==> src/rtl/spi_master_if.sv <==
// Bus bundle between the SPI initiator and its host/test side.
//
// Handshake: the host raises start for at least one clk cycle while busy=0;
// the initiator accepts it on that edge, latches tx_data and raises busy.
// start is ignored while busy=1 and is not queued. Completion is a
// one-cycle done pulse, in the same cycle that busy falls and rx_data updates.
// miso is only meaningful while cs is low.
interface spi_master_if #(
  parameter int DATA_W = 128
);
  logic              start;
  logic [DATA_W-1:0] tx_data;
  logic              miso;
  logic              sclk;
  logic              mosi;
  logic              cs;
  logic              busy;
  logic              done;
  logic [DATA_W-1:0] rx_data;

  // Initiator side.
  modport master (
    input  start, tx_data, miso,
    output sclk, mosi, cs, busy, done, rx_data
  );

  // Host / slave-model side.
  modport slave (
    output start, tx_data, miso,
    input  sclk, mosi, cs, busy, done, rx_data
  );
endinterface

==> src/rtl/spi_master.sv <==
// Mode-0 SPI initiator: one write frame (DATA_W bits out on mosi, LSB first),
// a chip-select gap, then one read frame (DATA_W bits in from miso, LSB first).
// sclk is derived from clk by a divider that ticks every CLK_DIV cycles.
// DATA_W must be >= 2, CLK_DIV >= 2, GAP_TICKS >= 1.
module spi_master #(
  parameter int DATA_W    = 128,
  parameter int CLK_DIV   = 4,
  parameter int GAP_TICKS = 4
) (
  input  logic        clk,
  input  logic        reset,
  spi_master_if.master bus,
  output logic [1:0]  o_dbg_state
);

  localparam int BIT_W = $clog2(DATA_W + 1);
  localparam int IDX_W = $clog2(DATA_W);
  localparam int DIV_W = $clog2(CLK_DIV);
  localparam int GAP_W = (GAP_TICKS > 1) ? $clog2(GAP_TICKS) : 1;

  typedef enum logic [1:0] {
    S_IDLE  = 2'd0,
    S_WRITE = 2'd1,
    S_GAP   = 2'd2,
    S_READ  = 2'd3
  } state_t;

  state_t            r_state, w_state_nxt;
  logic [DIV_W-1:0]  r_div,   w_div_nxt;
  logic [BIT_W-1:0]  r_bit,   w_bit_nxt;
  logic [GAP_W-1:0]  r_gap,   w_gap_nxt;
  logic              r_sclk,  w_sclk_nxt;
  logic              r_cs,    w_cs_nxt;
  logic              r_mosi,  w_mosi_nxt;
  logic              r_busy,  w_busy_nxt;
  logic              r_done,  w_done_nxt;
  logic [DATA_W-1:0] r_tx,    w_tx_nxt;
  logic [DATA_W-1:0] r_rx,    w_rx_nxt;
  logic [DATA_W-1:0] r_rx_data, w_rx_data_nxt;

  logic              w_tick;
  logic              w_last_bit;
  logic [IDX_W-1:0]  w_idx;

  // A tick marks one sclk half-period boundary; the divider only runs
  // outside IDLE and restarts from 0 whenever the state changes (which only
  // happens on a tick, so wrapping on the tick covers that).
  assign w_tick     = (r_state != S_IDLE) && (r_div == DIV_W'(CLK_DIV - 1));
  assign w_last_bit = (r_bit == BIT_W'(DATA_W));
  assign w_idx      = r_bit[IDX_W-1:0];

  // Next-state and next-output logic for the frame sequencer.
  always_comb begin
    w_state_nxt   = r_state;
    w_div_nxt     = (r_state == S_IDLE || w_tick) ? '0 : r_div + 1'b1;
    w_bit_nxt     = r_bit;
    w_gap_nxt     = r_gap;
    w_sclk_nxt    = r_sclk;
    w_cs_nxt      = r_cs;
    w_mosi_nxt    = r_mosi;
    w_busy_nxt    = r_busy;
    w_done_nxt    = 1'b0;
    w_tx_nxt      = r_tx;
    w_rx_nxt      = r_rx;
    w_rx_data_nxt = r_rx_data;

    unique case (r_state)
      S_IDLE: begin
        if (bus.start) begin
          w_tx_nxt    = bus.tx_data;
          w_busy_nxt  = 1'b1;
          w_cs_nxt    = 1'b0;
          w_mosi_nxt  = bus.tx_data[0];
          w_bit_nxt   = '0;
          w_state_nxt = S_WRITE;
        end
      end

      S_WRITE: begin
        if (w_tick) begin
          if (!r_sclk) begin
            // Rising edge: the slave samples the bit currently on mosi.
            w_sclk_nxt = 1'b1;
            w_bit_nxt  = r_bit + 1'b1;
          end else begin
            // Falling edge: present the next bit, or close the frame.
            w_sclk_nxt = 1'b0;
            if (!w_last_bit) begin
              w_mosi_nxt = r_tx[w_idx];
            end else begin
              w_cs_nxt    = 1'b1;
              w_mosi_nxt  = 1'b0;
              w_bit_nxt   = '0;
              w_gap_nxt   = '0;
              w_state_nxt = S_GAP;
            end
          end
        end
      end

      S_GAP: begin
        if (w_tick) begin
          if (r_gap == GAP_W'(GAP_TICKS - 1)) begin
            w_gap_nxt   = '0;
            w_cs_nxt    = 1'b0;
            w_state_nxt = S_READ;
          end else begin
            w_gap_nxt = r_gap + 1'b1;
          end
        end
      end

      S_READ: begin
        if (w_tick) begin
          if (!r_sclk) begin
            // Rising edge: capture miso as it stands at this clk edge.
            w_sclk_nxt      = 1'b1;
            w_rx_nxt[w_idx] = bus.miso;
            w_bit_nxt       = r_bit + 1'b1;
          end else begin
            w_sclk_nxt = 1'b0;
            if (w_last_bit) begin
              w_cs_nxt      = 1'b1;
              w_rx_data_nxt = r_rx;
              w_done_nxt    = 1'b1;
              w_busy_nxt    = 1'b0;
              w_bit_nxt     = '0;
              w_state_nxt   = S_IDLE;
            end
          end
        end
      end

      default: w_state_nxt = S_IDLE;
    endcase
  end

  // State and output registers; reset forces the idle bus immediately.
  always_ff @(posedge clk or posedge reset) begin
    if (reset) begin
      r_state   <= S_IDLE;
      r_div     <= '0;
      r_bit     <= '0;
      r_gap     <= '0;
      r_sclk    <= 1'b0;
      r_cs      <= 1'b1;
      r_mosi    <= 1'b0;
      r_busy    <= 1'b0;
      r_done    <= 1'b0;
      r_tx      <= '0;
      r_rx      <= '0;
      r_rx_data <= '0;
    end else begin
      r_state   <= w_state_nxt;
      r_div     <= w_div_nxt;
      r_bit     <= w_bit_nxt;
      r_gap     <= w_gap_nxt;
      r_sclk    <= w_sclk_nxt;
      r_cs      <= w_cs_nxt;
      r_mosi    <= w_mosi_nxt;
      r_busy    <= w_busy_nxt;
      r_done    <= w_done_nxt;
      r_tx      <= w_tx_nxt;
      r_rx      <= w_rx_nxt;
      r_rx_data <= w_rx_data_nxt;
    end
  end

  assign bus.sclk    = r_sclk;
  assign bus.cs      = r_cs;
  assign bus.mosi    = r_mosi;
  assign bus.busy    = r_busy;
  assign bus.done    = r_done;
  assign bus.rx_data = r_rx_data;
  assign o_dbg_state = r_state;

endmodule

==> src/flat_wrapper.sv <==
// flat-port wrapper written by rule: the top's interface ports become plain ports
module spi_master_flat 
#(
  parameter int DATA_W    = 128,
  parameter int CLK_DIV   = 4,
  parameter int GAP_TICKS = 4
)
  (clk, reset, o_dbg_state, bus_start, bus_tx_data, bus_miso, bus_sclk, bus_mosi, bus_cs, bus_busy, bus_done, bus_rx_data);
  spi_master_if #(.DATA_W(DATA_W)) bus_i ();
  input  logic clk;
  input  logic reset;
  output logic [1:0] o_dbg_state;
  input wire logic [$bits(bus_i.start)-1:0] bus_start;
  input wire logic [$bits(bus_i.tx_data)-1:0] bus_tx_data;
  input wire logic [$bits(bus_i.miso)-1:0] bus_miso;
  output wire logic [$bits(bus_i.sclk)-1:0] bus_sclk;
  output wire logic [$bits(bus_i.mosi)-1:0] bus_mosi;
  output wire logic [$bits(bus_i.cs)-1:0] bus_cs;
  output wire logic [$bits(bus_i.busy)-1:0] bus_busy;
  output wire logic [$bits(bus_i.done)-1:0] bus_done;
  output wire logic [$bits(bus_i.rx_data)-1:0] bus_rx_data;
  assign bus_i.start = bus_start;
  assign bus_i.tx_data = bus_tx_data;
  assign bus_i.miso = bus_miso;
  assign bus_sclk = bus_i.sclk;
  assign bus_mosi = bus_i.mosi;
  assign bus_cs = bus_i.cs;
  assign bus_busy = bus_i.busy;
  assign bus_done = bus_i.done;
  assign bus_rx_data = bus_i.rx_data;
  spi_master #(.DATA_W(DATA_W), .CLK_DIV(CLK_DIV), .GAP_TICKS(GAP_TICKS)) u_core (.clk(clk), .reset(reset), .bus(bus_i), .o_dbg_state(o_dbg_state));
endmodule
==> config.mk <==
export PLATFORM = sky130hd
export DESIGN_NAME = spi_master_flat
export DESIGN_NICKNAME = d
export VERILOG_FILES = /design/src/rtl/spi_master_if.sv /design/src/rtl/spi_master.sv /design/src/flat_wrapper.sv
export SDC_FILE = /design/constraint.sdc
export NUM_CORES = 1
export LEC_CHECK = 0
export ABC_AREA = 1
export CAP_MARGIN = 10
export CORE_MARGIN = 5
export CORE_UTILIZATION = 30
export CTS_BUF_LIST = sky130_fd_sc_hd__clkbuf_4 sky130_fd_sc_hd__clkbuf_8
export DETAILED_ROUTE_END_ITERATION = 7
export GPL_TIMING_DRIVEN = 0
export HOLD_SLACK_MARGIN = 0.15
export PLACE_DENSITY = 0.57
export REMOVE_ABC_BUFFERS = 1
export SLEW_MARGIN = 20
export SYNTH_ARGS = -nofsm -noshare
export SYNTH_HDL_FRONTEND = slang
export SYNTH_SLANG_ARGS = --single-unit
export TNS_END_PERCENT = 20
==> constraint.sdc <==
create_clock -name clk -period 17 [get_ports clk]
set_clock_uncertainty 0.1 [all_clocks]
set_input_delay 2.55 -clock clk [delete_from_list [all_inputs] [get_ports clk]]
set_output_delay 2.55 -clock clk [all_outputs]
set_load 0.02 [all_outputs]
# Yosys cells after proc, flatten, opt, wreduce, memory -nomap -nowiden
# Cells that the tools add are included.
# W data, S select, Z words.
totals:
  regBits: 403
  inputBits: 132
  out_inout_bits: 135
  elab_cells: 103
op_classes:
  n_addsub: 3
  magnitude_cmp: 2
  n_eq_ne: 19
  mux: 46
  n_bitwise: 1
  n_reduce_logical: 20
ops:
  columns: ["op", "n"]
  rows:
  - ["$bwmux W128", 1]
  - ["$mux W8", 4]
  - ["$mux W2", 12]
  - ["$ne A2 B1 Y1 const B", 11]
  - ["$mux W1", 21]
  - ["$pmux W8 S2", 1]
  - ["$reduce_and A4 Y1", 3]
  - ["$reduce_and A5 Y1", 2]
  - ["$reduce_bool A2 Y1", 5]
  - ["$reduce_and A9 Y1", 1]
  - ["$add A8 B1 Y8 const B", 1]
  - ["$eq A2 B2 Y1 const B", 4]
  - ["$eq A8 B8 Y1 const B", 1]
  - ["$lt A7 B8 Y1 const B", 1]
  - ["$pmux W2 S4", 1]
  - ["$bmux W1 S7", 1]
  - ["$demux W1 S7", 1]
  - ["$ge A7 B1 Y1 const B", 1]
  - ["$reduce_and A6 Y1", 1]
  - ["$add A2 B1 Y2 const B", 2]
  - ["$pmux W1 S2", 2]
  - ["$pmux W2 S2", 1]
  - ["$reduce_and A2 Y1", 2]
  - ["$ne A3 B3 Y1 const B", 1]
  - ["other kinds (9)", 10]

# Logic depth before layout (Yosys ltp)
# Gate-level depths: netlist of the first run.
logic_depth:
  depth_word: 6
  ltp_mapped: 14
  depth_no_buf: 13

# Worst setup path after synthesis of the first run
# OpenSTA, ideal clock, no wires.
synth_timing:
  path_kind: "input-to-reg"
  start: "input port bus_start"
  end: "register u_core.r_tx[18]"
  setup_ns: 0.125
  arrival_ns: 3.373
  required_ns: 16.775
  slack_ns: 13.402
  cell_stages: 3
  n_path_buf: 1
  cell_sequence: "nand2_1 > buf_1 > mux2_2"
synth_between:
  elab_chain_len: 1
synth_rtl:
  columns: ["item", "line", "source"]
  rows:
  - ["start, declared", "flat_wrapper.sv:13", "input wire logic [$bits(bus_i.start)-1:0] bus_start;"]
  - ["$reduce_and A2 Y1 (no line)", null, null]
  - ["end signal, assigned", "spi_master.sv:163", "r_tx <= w_tx_nxt;"]
  - ["end, declared", "spi_master.sv:37", "logic [DATA_W-1:0] r_tx, w_tx_nxt;"]
# No other way between the ends.
# A chain may end at the register's enable or synchronous reset.

# Final worst setup path of the first run
layout_timing:
  start: "register u_core.r_cs, in the netlist u_core.bus.cs"
  end: "output port bus_cs"
layout_lines:
  columns: ["item", "line", "source"]
  rows:
  - ["start, declared", "spi_master.sv:33", "logic r_cs, w_cs_nxt;"]
  - ["start signal, assigned", "spi_master.sv:159", "r_cs <= w_cs_nxt;"]
  - ["end, declared", "flat_wrapper.sv:18", "output wire logic [$bits(bus_i.cs)-1:0] bus_cs;"]
# No word-level cell between the ends.

==> results of run 1 <==
-- through the flow --
stage	setup WS, ns	hold WS (ns)
floorplan	3.142	0.3085
global placement	-1.766	0.3182
detailed placement	12.27	0.3225
CTS	12.49	0.3306
global route	12.50	0.3468
finish	12.59	0.3294
-- final cells by class --
type / count / area (µm²) / share of cell area
Multi-Input combinational cell: 1239 / 5851 / 0.2611
Clock inverter: 16 / 122.6 / 0.005472
Clock buffer: 109 / 1363 / 0.06081
Tap cell: 765 / 957.2 / 0.04272
Inverter: 270 / 1027 / 0.04584
Sequential cell: 403 / 10090 / 0.4503
Timing Repair Buffer: 280 / 2998 / 0.1338
-- worst max-delay path by stage --
stage                                              from                                  end  cells past startpoint
global placement                                  reset  u_core.bus.rx_data[122]$_DFFE_PP0P_                      2
CTS                           u_core.bus.cs$_DFFE_PP1P_                               bus_cs                      1
floorplan                                         reset          u_core.bus.busy$_DFFE_PP0P_                      1
detailed placement                            bus_start          u_core.r_tx[46]$_DFFE_PP0P_                      6
global route        u_core.bus.rx_data[119]$_DFFE_PP0P_                     bus_rx_data[119]                      1
finish                        u_core.bus.cs$_DFFE_PP1P_                               bus_cs                      1
-- Yosys cell counts (all sizes together), types with 3 or more instances --
library cell  instances  area share
or2                   4      0.0014
dfrtp               402        0.58
buf                  56       0.018
nand4                 5      0.0018
nor2                313       0.070
a21oi               192       0.055
a211oi                3      0.0013
mux2i                47       0.027
nor3                  7      0.0030
clkbuf               38      0.0082
a31oi                14      0.0050
nand2               430       0.094
ha                    9      0.0065
mux2                 17       0.011
inv                 269       0.058
nand3                60       0.018
o21ai               129       0.037
-- kinds of logic after synthesis --
group,after synthesis,synth area share
mux,64,0.03809
xor+xnor,2,0.001008
flops,403,0.5804
fa+ha+maj,9,0.006480
simple gates,821,0.1882
buf+inv,364,0.08482
compound gates,343,0.1010
-- routing by layer --
metal | share of wire | global-route usage | vias to the layer above
met3 | 0.064 | 0.04174 | 95
li1 | - | - | 6807
met1 | 0.45 | 0.1992 | 6551
met5 | 0.00051 | 0 | -
met2 | 0.46 | 0.2466 | 356
met4 | 0.024 | 0.05208 | 4
-- state kept, by name (all words and copies together) (netlist names) --
register / count
u_core.bus.rx_data: 128
u_core.bus.sclk: 1
u_core.r_rx: 128
u_core.bus.busy: 1
u_core.o_dbg_state: 2
u_core.r_div: 2
u_core.r_bit: 8
u_core.bus.cs: 1
u_core.r_gap: 2
u_core.bus.done: 1
u_core.r_tx: 128
u_core.bus.mosi: 1
-- power groups by stage --
stage,Sequential (µW),Combinational [µW],Clock [µW]
after floorplan,985,22.3,0
after global placement,986,66.4,0
after detailed placement,985,72.1,0
after CTS,968,72.3,980
after global routing,968,78.2,1020
final,968,69.8,939
==> results.json, run 1 <==
{
  "cp_slowest_cell": "clkdlybuf4s50_1",
  "switching_share": 0.2276,
  "drive_gt1_frac": 0.08546,
  "portBuffers": 266,
  "pwr_density_cell_nw_per_um2": 88.23,
  "num_vias": 13810,
  "intPower_uw": 1527,
  "cts_hold_buf": 0,
  "worstPathRequired_ns": 14.35,
  "fp.dieH_um": 250.7,
  "die_x_um": 250.7,
  "synthCells": 2006,
  "wl_per_cell_um": 15.82,
  "slew_headroom": 0.3357,
  "design_area_um2": 22410,
  "syn_area_um2": 17380,
  "grt_usage": 0.1528,
  "num_io_pins": 267,
  "initial_core_util": 0.3018,
  "peakVddDrop_mv": 0.04248,
  "grt_antenna_before_repair": 2,
  "htreeDepth": 3,
  "place_inst": 2957,
  "syn2layout_area_growth_pct": 28.94,
  "cts_tree": "built",
  "worstHoldStart": "u_core.r_div[0]$_DFF_PP0_",
  "wl_um": 48750,
  "timing.setup.tns_ns": 0,
  "grt_pass1_wl_um": 76900,
  "period_share": 0.2595,
  "tightest_slew_ns": 0.9954,
  "slew_violations": 0,
  "status": "finished, final reports clean",
  "cts_resized": 0,
  "crit_family": "buffers and inverters",
  "synth-async-reset-ratio": 1.000,
  "rows": 88,
  "p_clk_frac": 0.475,
  "ys_ff_latch": 403,
  "reg2reg_slack_ns": 13.21,
  "p_comb_frac": 0.035,
  "synth_edf_count": 0,
  "first_iter_violations": 697,
  "core_um2": 57590,
  "final_cell_count_no_fill": 3082,
  "drc": 0,
  "r2r_end": "u_core.bus.rx_data[106]$_DFFE_PP0P_",
  "seqPwrFrac": 0.490,
  "setup_viol_count_final": 0,
  "cts_root_buf": "clkbuf_8",
  "clock_latency_ns": 0.64,
  "path_cells": "clkdlybuf4s50_1",
  "cts.sinks": 403,
  "postLayoutCoreUtil": 0.3891,
  "clock.fmax_mhz": 226.7,
  "drt_pass1_iterations": 5,
  "cp_slowest_stage_delay_ns": 0.62,
  "worst_setup_path_end_kind": "output pin",
  "ys.flop_type": "dfrtp_1",
  "cts_buffer_depth": 3,
  "grt_max_degree": 108,
  "cp.arrival_ns": 1.76,
  "r2r.worst_path.cells": 9,
  "most-common-layout-cells": "424 x nand2_1, 401 x dfrtp_1, 301 x nor2_1, 265 x clkdlybuf4s50_1, 255 x inv_1",
  "die_area_um2": 62840,
  "yosysUniqueCellTypes": 38,
  "vias_per_cell": 4.482,
  "start_kind": "register",
  "nets": 2409,
  "hpwlAfterDp_um": 33320,
  "yosysWarnings": 0,
  "switchingPower_uw": 450.0,
  "drv_cap": 0,
  "crit_fanout": 2,
  "dpl_cell_area_um2": 20920,
  "n_antenna_cell": 0,
  "holdPathStages": 1,
  "cts.clk_slew.worst_paths_ns": 0.06,
  "n_fill_cell": 5816,
  "path_class": "reg -> out",
  "cts_inserted_buffers": 74,
  "fin_crit_ns": 4.411,
  "gp_congestion": 0.7666,
  "reg2reg_from": "u_core.r_bit[0]$_DFFE_PP0P_",
  "seq_area_frac_synth": 0.5804,
  "whs_endpoint": "u_core.r_div[0]$_DFF_PP0_",
  "total_power_uw": 1977,
  "grt-ovfl-total": 0,
  "avgSynthCellArea_um2": 8.663,
  "path_buf_inv": 1,
  "final_common_cell": "nand2_1",
  "rsz0062_at_grt": "no",
  "hold_class": "reg -> reg",
  "final_antenna_net_count": 0,
  "post_cts.repair.setup_buffers": 0,
  "hold_violations": 0,
  "grt_pass1_vias": 13820,
  "power_leakage_uw": 0.01052
}
No activity file was read; power rests on OpenSTA's default activity.
==> inputs of run 2 (changes only) <==
Settings changed: PLACE_DENSITY 0.57 to 0.58.
Clock period 17 ns to 4.05 ns, I/O delays scaled along.
==> results.json, run 2 (synthesis gave the netlist of run 1 again) <==
{
  "status": "finished, final reports clean",
  "portBuffers": 266,
  "hpwlAfterDp_um": 33430,
  "place_ws_ns": 0.1567,
  "worst_setup_path_end_kind": "register",
  "place_inst": 2956,
  "rsz0062_at_grt": "no",
  "setup_viol_count_final": 0,
  "grt_pass1_vias": 13940,
  "cts.sinks": 403,
  "grt_usage": 0.1536,
  "start_kind": "register",
  "clock.fmax_mhz": 271.9,
  "cts_buffer_depth": 3,
  "slew_violations": 0,
  "num_io_pins": 267,
  "worst_slack_ns": 0.3721,
  "final_antenna_net_count": 0,
  "nets": 2409,
  "num_vias": 13850,
  "peakVddDrop_mv": 0.2473,
  "tightest_slew_ns": 0.9561,
  "most-common-layout-cells": "424 x nand2_1, 401 x dfrtp_1, 301 x nor2_1, 265 x clkdlybuf4s50_1, 255 x inv_1",
  "worstPathRequired_ns": 4.52,
  "grt_pass1_wl_um": 77320,
  "rows": 88,
  "cts.clk_slew.worst_paths_ns": 0.06,
  "final_cell_count_no_fill": 3087,
  "power_leakage_uw": 0.01057,
  "die_area_um2": 62840,
  "cts_hold_buf": 0,
  "post_cts.repair.setup_buffers": 0,
  "drive_gt1_frac": 0.08742,
  "htreeDepth": 3,
  "slew_headroom": 0.3619,
  "clock_latency_ns": 0.66,
  "drv_cap": 0,
  "hold_class": "in -> reg",
  "cts_tree": "built",
  "first_iter_violations": 814,
  "wl_um": 48750,
  "drt_pass1_iterations": 5,
  "path_class": "reg -> reg",
  "cp.arrival_ns": 4.15,
  "grt-ovfl-total": 0,
  "final_common_cell": "nand2_1",
  "core_um2": 57590,
  "grt_max_degree": 95,
  "period_share": 0.9081,
  "initial_core_util": 0.3018,
  "grt_antenna_before_repair": 2,
  "fp.dieH_um": 250.7,
  "hold_violations": 0,
  "vias_per_cell": 4.485,
  "cts_root_buf": "clkbuf_8",
  "die_x_um": 250.7,
  "cts_inserted_buffers": 75,
  "n_fill_cell": 5750,
  "syn2layout_area_growth_pct": 29.43,
  "crit_fanout": 67,
  "fin_crit_ns": 3.678,
  "gp_congestion": 0.7779,
  "wl_per_cell_um": 15.79,
  "n_antenna_cell": 0,
  "drc": 0,
  "pwr_density_cell_nw_per_um2": 376.2
}
-- run 2: cell types whose count changed in the layout (fill, tap and decap cells not counted) --
| cell | before | now |
|---|---|---|
| clkbuf_8 | 87 | 93 |
| inv_6 | 1 | 5 |
| buf_12 | 6 | 4 |
| clkinv_2 | 11 | 9 |
| clkinvlp_4 | 3 | 1 |
| buf_16 | 8 | 9 |
| inv_4 | 2 | 1 |
| inv_8 | 2 | 3 |
-- run 2: path summary, 6_finish.rpt --
kind | start | end | slack (ns) | cells past startpoint
min in group asynchronous | reset | u_core.r_tx[104]$_DFFE_PP0P_ | 0.34 | 2
worst max-delay path | u_core.r_bit[0]$_DFFE_PP0P_ | u_core.bus.rx_data[114]$_DFFE_PP0P_ | 0.37 | 9
worst min register to register | u_core.r_div[0]$_DFF_PP0_ | u_core.r_div[0]$_DFF_PP0_ | 0.34 | 1
worst max register to register | u_core.r_bit[0]$_DFFE_PP0P_ | u_core.bus.rx_data[114]$_DFFE_PP0P_ | 0.37 | 9
worst min-delay path | bus_miso | u_core.r_rx[31]$_DFFE_PP0P_ | 0.33 | 3
max in group asynchronous | reset | u_core.bus.rx_data[45]$_DFFE_PP0P_ | 2.32 | 4
-- run 2: critical path, stage by stage, from the launching register on --
cell	delay [ns]
dfrtp_4	0.64
inv_6	0.49
ha_1	0.24
nand4_1	0.14
nor3_4	0.28
nand3_4	0.49
buf_16	0.39
clkinv_2	0.47
nand2_1	0.18
nand2_1	0.10
-- run 2: per-layer routing --
metal / part of all wire / GRT usage / vias to the layer above
met1: 0.44 / 0.2041 / 6601
met2: 0.48 / 0.2506 / 380
met3: 0.067 / 0.03894 / 66
met4: 0.016 / 0.04210 / 2
li1: - / - / 6797
met5: 0.00023 / 0 / -
-- run 2: final cells by class --
class                   instances  area (µm²)  share of cell area
clock buffers                 115        1445             0.06425
clock inverters                16       135.1            0.006008
inverters                     270        1030             0.04578
multi-input cells            1239        5851              0.2601
flip-flops and latches        403       10090              0.4486
well taps                     765       957.2             0.04255
repair buffers                279        2985              0.1327
-- run 2: report_power, final --
part	total (µW)	internal [µW]	switching [µW]	leakage, µW
Sequential	4060	4060	6.91	0.00449
Clock	4110	2350	1760	0.000846
Combinational	292	140	152	0.00523
-- run 2: through the flow --
step           hold slack [ns]  total power, µW  cell area [µm²]    util  TNS [ns]
4_1_cts                 0.2641             8631            22490  0.3906         0
2_1_floorplan           0.3085             4229            16920       -  -3536.22
3_3_place_gp            0.3180             4415            20540  0.3566  -6238.14
6_report                0.3333             8461            22490  0.3906         0
3_5_place_dp            0.3314             4434            20910  0.3631         0
5_1_grt                 0.3396             8848            22490  0.3906         0
-- run 2: timing repair --
item	4_1_cts	5_1_grt
gates resized for setup	0	1
endpoints found under the setup margin	0	28
hold endpoints to repair	0	0
==> inputs of run 3 (changes only) <==
Settings changed: SKIP_LAST_GASP from default to 1.
==> results of run 3 <==
The final DEF is identical to that of run 2; final timing and power are the same.
